**config.mk**
```make
export PLATFORM = sky130hd
export DESIGN_NAME = scroll_sequencer
export DESIGN_NICKNAME = d
export VERILOG_FILES = /design/src/rtl/scroll_sequencer.sv
export SDC_FILE = /design/constraint.sdc
export NUM_CORES = 1
export LEC_CHECK = 0
export ABC_CLOCK_PERIOD_IN_PS = 8200
export CAP_MARGIN = 20
export CORE_ASPECT_RATIO = 0.9
export CORE_UTILIZATION = 58
export CTS_CLUSTER_SIZE = 8
export DETAILED_ROUTE_END_ITERATION = 8
export PLACE_DENSITY = 0.85
export SKIP_LAST_GASP = 1
export SLEW_MARGIN = 15
export SYNTH_ARGS = -nofsm -noshare
export SYNTH_HDL_FRONTEND = slang
export SYNTH_SLANG_ARGS = --single-unit
```
**constraint.sdc**
```tcl
create_clock -name clk -period 8.2 [get_ports clk]
set_input_delay 1.64 -clock clk [delete_from_list [all_inputs] [get_ports clk]]
set_output_delay 1.64 -clock clk [all_outputs]
set_load 0.02 [all_outputs]
```
**src/rtl/scroll_sequencer.sv**
```systemverilog
// Scroll sequencer: once per accepted start, walks the four parallax layers
// through one shared advance unit (one layer per cycle), then commits all
// working LFSR/phase registers to the display-facing outputs in a single cycle.
//
// Handshake: a start request is taken only in IDLE; while busy is high any
// further start request is dropped and recorded in the sticky overrun flag.
// done pulses for exactly one cycle, in the cycle the committed outputs change.
module scroll_sequencer (
  input  logic        clk,
  input  logic        rst_n,
  input  logic        frame_tick,
  input  logic        pause,
  input  logic        step_req,
  input  logic [7:0]  speed_cfg,
  output logic [35:0] layer_lfsr,
  output logic [11:0] layer_phase,
  output logic        busy,
  output logic        done,
  output logic        overrun,
  output logic [1:0]  o_dbg_state
);

  typedef enum logic [1:0] {
    S_IDLE   = 2'd0,
    S_SCAN   = 2'd1,
    S_COMMIT = 2'd2
  } state_t;

  state_t      r_state;
  state_t      w_next_state;
  logic [1:0]  r_idx;
  logic [1:0]  r_fdiv;
  logic [8:0]  r_lfsr [4];
  logic [2:0]  r_phase [4];
  logic [35:0] r_lfsr_c;
  logic [11:0] r_phase_c;
  logic        r_done;
  logic        r_overrun;

  logic        w_start;
  logic        w_busy;
  logic        w_scan;
  logic        w_commit;
  logic [1:0]  w_speed;
  logic        w_adv_en;
  logic [8:0]  w_cur_lfsr;
  logic [2:0]  w_cur_phase;
  logic [8:0]  w_next_lfsr;
  logic [2:0]  w_next_phase;

  // A tick and a step in the same cycle collapse into one start.
  assign w_start = (frame_tick & ~pause) | (step_req & pause);

  // State register.
  always_ff @(posedge clk) begin
    if (!rst_n) r_state <= S_IDLE;
    else        r_state <= w_next_state;
  end

  // Next-state logic: IDLE -> SCAN (4 layers) -> COMMIT -> IDLE.
  always_comb begin
    w_next_state = r_state;
    case (r_state)
      S_IDLE:   if (w_start) w_next_state = S_SCAN;
      S_SCAN:   if (r_idx == 2'd3) w_next_state = S_COMMIT;
      S_COMMIT: w_next_state = S_IDLE;
      default:  w_next_state = S_IDLE;
    endcase
  end

  // FSM-derived control outputs.
  always_comb begin
    w_busy   = 1'b0;
    w_scan   = 1'b0;
    w_commit = 1'b0;
    case (r_state)
      S_SCAN:   begin w_busy = 1'b1; w_scan = 1'b1; end
      S_COMMIT: begin w_busy = 1'b1; w_commit = 1'b1; end
      default:  ;
    endcase
  end

  // Layer index: cleared on start, stepped once per SCAN cycle.
  always_ff @(posedge clk) begin
    if (!rst_n)                           r_idx <= 2'd0;
    else if (r_state == S_IDLE && w_start) r_idx <= 2'd0;
    else if (w_scan)                      r_idx <= r_idx + 2'd1;
  end

  // Shared advance unit, operating on the layer selected by r_idx.
  always_comb begin
    w_cur_lfsr  = r_lfsr[r_idx];
    w_cur_phase = r_phase[r_idx];
    w_speed     = speed_cfg[{r_idx, 1'b0} +: 2];
    case (w_speed)
      2'd3:    w_adv_en = 1'b1;
      2'd2:    w_adv_en = ~r_fdiv[0];
      2'd1:    w_adv_en = (r_fdiv == 2'd0);
      default: w_adv_en = 1'b0;
    endcase
    w_next_phase = w_cur_phase + 3'd1;
    if (w_cur_phase == 3'd0)
      w_next_lfsr = {w_cur_lfsr[7:0], w_cur_lfsr[8] ^ w_cur_lfsr[4]};
    else
      w_next_lfsr = w_cur_lfsr;
  end

  // Working registers: only the scanned layer may change, and only if it advances.
  always_ff @(posedge clk) begin
    if (!rst_n) begin
      for (int i = 0; i < 4; i++) begin
        r_lfsr[i]  <= 9'h1FF;
        r_phase[i] <= 3'd7;
      end
    end else if (w_scan && w_adv_en) begin
      r_lfsr[r_idx]  <= w_next_lfsr;
      r_phase[r_idx] <= w_next_phase;
    end
  end

  // Commit: all four layers become visible together; frame divider steps here.
  always_ff @(posedge clk) begin
    if (!rst_n) begin
      r_lfsr_c  <= {4{9'h1FF}};
      r_phase_c <= {4{3'd7}};
      r_fdiv    <= 2'd0;
    end else if (w_commit) begin
      for (int i = 0; i < 4; i++) begin
        r_lfsr_c[9*i +: 9]  <= r_lfsr[i];
        r_phase_c[3*i +: 3] <= r_phase[i];
      end
      r_fdiv <= r_fdiv + 2'd1;
    end
  end

  // done marks the first cycle in which the new committed values are visible.
  always_ff @(posedge clk) begin
    if (!rst_n) r_done <= 1'b0;
    else        r_done <= w_commit;
  end

  // Sticky record of any start request that arrived while busy.
  always_ff @(posedge clk) begin
    if (!rst_n)                 r_overrun <= 1'b0;
    else if (w_start && w_busy) r_overrun <= 1'b1;
  end

  assign layer_lfsr  = r_lfsr_c;
  assign layer_phase = r_phase_c;
  assign busy        = w_busy;
  assign done        = r_done;
  assign overrun     = r_overrun;
  assign o_dbg_state = r_state;

endmodule
```
==> metrics.md <==
| Metric | Value |
|---|---|
| Status | completed |
| Synth Net Count | 378 |
| P per Cell Area | 177 nW/um^2 |
| Switching power | 0.220 mW |
| Slowest stage cell, crit path | o21ai_0 |
| Clock tree sinks | 106 |
| Pwr Total | 0.952 mW |
| Final max-slew violation count | 0 |
| Routed WL | 9.28 mm |
| GRT Total Usage | 25.4% |
| Mapped Cells | 358 |
| Reg area | 2600 um^2 |
| Total CTS buffers | 9 |
| Total grt overflow | 0 |
| Largest net degree at the start of global routing | 69 |
| Post-CTS Hold Fix Bufs | 0 |
| Fill cells | 488 |
| Vias/cell | 5.82 |
| Die area | 8050 um^2 |
| Top FF cell, synth | dfxtp_1 |
| Core Area | 7260 um^2 |
| Startpoint Class | primary input |
| Count leader, synth | nand2_1 |
| Top post-synthesis cells by count | nand2_1 (87), mux2i_1 (59), dfxtp_1 (58), edfxtp_1 (48), mux4_2 (13) |
| Crit. End Element | flip-flop |
| Reg2Reg Setup Slack | 5.44 ns |
| Starting density of the core | 61.5% |
| RePlAce Congestion | 0.811 |
| TritonCTS clock tree | done |
| Ys async rst share | 0% |
| Arrival time worst endpoint | 3.67 ns |
| Internal power | 0.733 mW |
| Final ANT Viol Nets | 0 |
| Final Hold Vio Count | 0 |
| Initial antenna violation count | 0 |
| Cell chain of the critical path | clkdlybuf4s50_1 -> mux4_1 -> o221ai_2 -> and2_1 -> o21ai_0 -> buf_4 |
| Crit-path max cell delay | 0.65 ns |
| Seq cells post-synth | 106 |
| Crit Reg-Reg Endpoint | r_lfsr[3][7] |
| Hold Crit Class | flip-flop to flip-flop |
| Ratio of cells with drive above 1 in the final layout | 11.1% |
| Mapped cell area | 4460 um^2 |
| Post-synth top area share | 32.3% |
| Synth Area per Inst | 12.5 um^2 |
| H-tree depth | 3 |
| Setup TNS | 0 ns |
| Io pins | 66 |
| Post-CTS Setup Repair Bufs | 0 |
| Clk_lat worst skew | 0.37 ns |
| Tightest Pin Transition | 0.980 ns |
| Ant diodes | 0 |
| DP HPWL | 6.45 mm |
| Synth area leaders | edfxtp_1 (32%), dfxtp_1 (26%), mux2i_1 (13%) |
| Max-slew headroom | 34.5% |
| Seq/Total Area, Yosys | 58.3% |
| Wirelength per Cell | 18.0 um |
| Max_cap viols | 0 |
| Syn. warnings | 0 |
| Clock share of power | 34.2% |
| Worst Path Class, Setup | primary input to flip-flop |
| Max FO, Critical Path | 7 |
| Critical path data required time | 8.28 ns |
| Vias | 2,998 |
| Chip height | 85.2 um |
| Tmin final | 3.59 ns |
| Vias in the first global route | 2,931 |
| Final setup viols | 0 |
| Post-synth EDFFs | 48 |
| Drt pass-1 iters | 5 |
| Leakage | 1.68 nW |
| Sw Ratio | 23.1% |
| DRC viols | 0 |
| Final hold slack | 0.474 ns |
| Largest area contributor in the netlist | edfxtp_1 |
| Worst hold path stage count | 2 |
| IO buf count | 65 |
| Yosys cell types | 34 |
| Cts repair resizes | 0 |
| Setup Skew | 0.0119 ns |
| Fmax | 0.279 GHz |
| Fin crit share | 43.7% |
| Multi-input gate area | 1710 um^2 |
| Global-route wire length before repair | 15.0 mm |
| Hold_sp | overrun |
| Root buf cell | clkbuf_8 |
| Gate power share | 6.7% |
| Reg power frac | 59.1% |
| Clock transition at path regs | 0.09 ns |
| DR iter-0 viols | 252 |
| Area Overhead vs Synth | 20.3% |
| FP Rows | 29 |
| DIE WIDTH | 94.5 um |
| Final Net Count | 437 |
| Hold EP | overrun |
| Unrepaired setup endpoints after global routing | no |
| Max clock buf depth | 2 |
| Register-to-Register Path Depth | 6 |
| Max VDD drop | 0.000115 V |
==> per-stage QoR <==
stage | utilization, % | worst slack, ns | cells | area [um^2]
finish | 74.0 | 4.61 | 515 | 5370
global placement | 71.1 | 4.32 | 498 | 5160
floorplan | - | 4.23 | 358 | 4460
CTS | 73.9 | 4.61 | 514 | 5360
detailed placement | 71.1 | 4.22 | 498 | 5160
global route | 74.0 | 4.46 | 515 | 5370
==> power by group through the flow <==
stage          clock network, mW  registers [mW]  logic [mW]
2_1_floorplan                  0           0.571      0.0449
3_3_place_gp                   0           0.575      0.0597
3_5_place_dp                   0           0.575      0.0623
4_1_cts                    0.331           0.563      0.0625
5_1_grt                    0.351           0.564      0.0688
6_report                   0.326           0.563      0.0638
==> flip-flops by register name, indices dropped and copies added (netlist names), named ones only <==
name,flops
layer_phase,12
layer_lfsr,36
r_lfsr,36
r_fdiv,2
r_idx,2
o_dbg_state,2
overrun,1
r_phase,12
done,1
==> worst max-delay path by stage <==
stage            startpoint             to  slack, ns  cells past startpoint
6_report       speed_cfg[4]   r_lfsr[3][8]       4.61                      6
5_1_grt        speed_cfg[2]   r_lfsr[3][8]       4.46                      6
4_1_cts        speed_cfg[2]   r_lfsr[3][8]       4.61                      6
3_5_place_dp   speed_cfg[2]  r_phase[3][2]       4.22                      6
3_3_place_gp   speed_cfg[2]  r_phase[3][0]       4.32                      6
2_1_floorplan  speed_cfg[2]   r_lfsr[0][0]       4.23                      4
==> logic make-up after synthesis <==
family / synth area share, %
and+or+nand+nor: 11.6
AOI/OAI and AO/OA: 2.66
xor gates and xnor gates: 0.785
muxes: 21.1
DFF: 58.3
adders and majority gates: 1.96
buffers and inverters: 3.48
==> placed cells by master (no fill, tap or decap), types with 2 or more instances in the layout <==
cell type / n
nand2_1: 87
clkdlybuf4s50_1: 64
mux2i_1: 59
dfxtp_1: 58
edfxtp_1: 48
mux4_2: 13
nand4_1: 11
clkbuf_8: 10
inv_1: 9
buf_4: 7
nor2_1: 6
ha_1: 6
nand2b_1: 5
o21ai_0: 4
a21oi_1: 4
mux2_2: 3
xnor2_1: 3
and2_1: 2
clkinv_4: 2
==> worst max-delay path: cells and delay by family <==
family	cells	cell delay (ns)
AOI/OAI and AO/OA	2	0.81
buffers and inverters	2	0.75
muxes	1	0.23
and+or+nand+nor	1	0.23
==> per-layer routing <==
layer	GRT usage, %	vias to the layer above	routed length [um]
li1	-	1381	-
met5	0	-	0
met1	35.4	1449	3900
met2	38.2	154	4310
met3	6.63	14	881
met4	10.2	0	192
==> area by class of cell <==
| class | instances | share of cell area, % |
|---|---|---|
| clock buffer | 11 | 2.63 |
| clock inverter | 5 | 1.14 |
| inverter | 9 | 0.629 |
| multi-input combinational | 219 | 31.9 |
| sequential | 106 | 48.5 |
| tap | 93 | 2.17 |
| timing repair buffer | 72 | 13.0 |
Note: power is estimated with default switching activity, not from simulation.
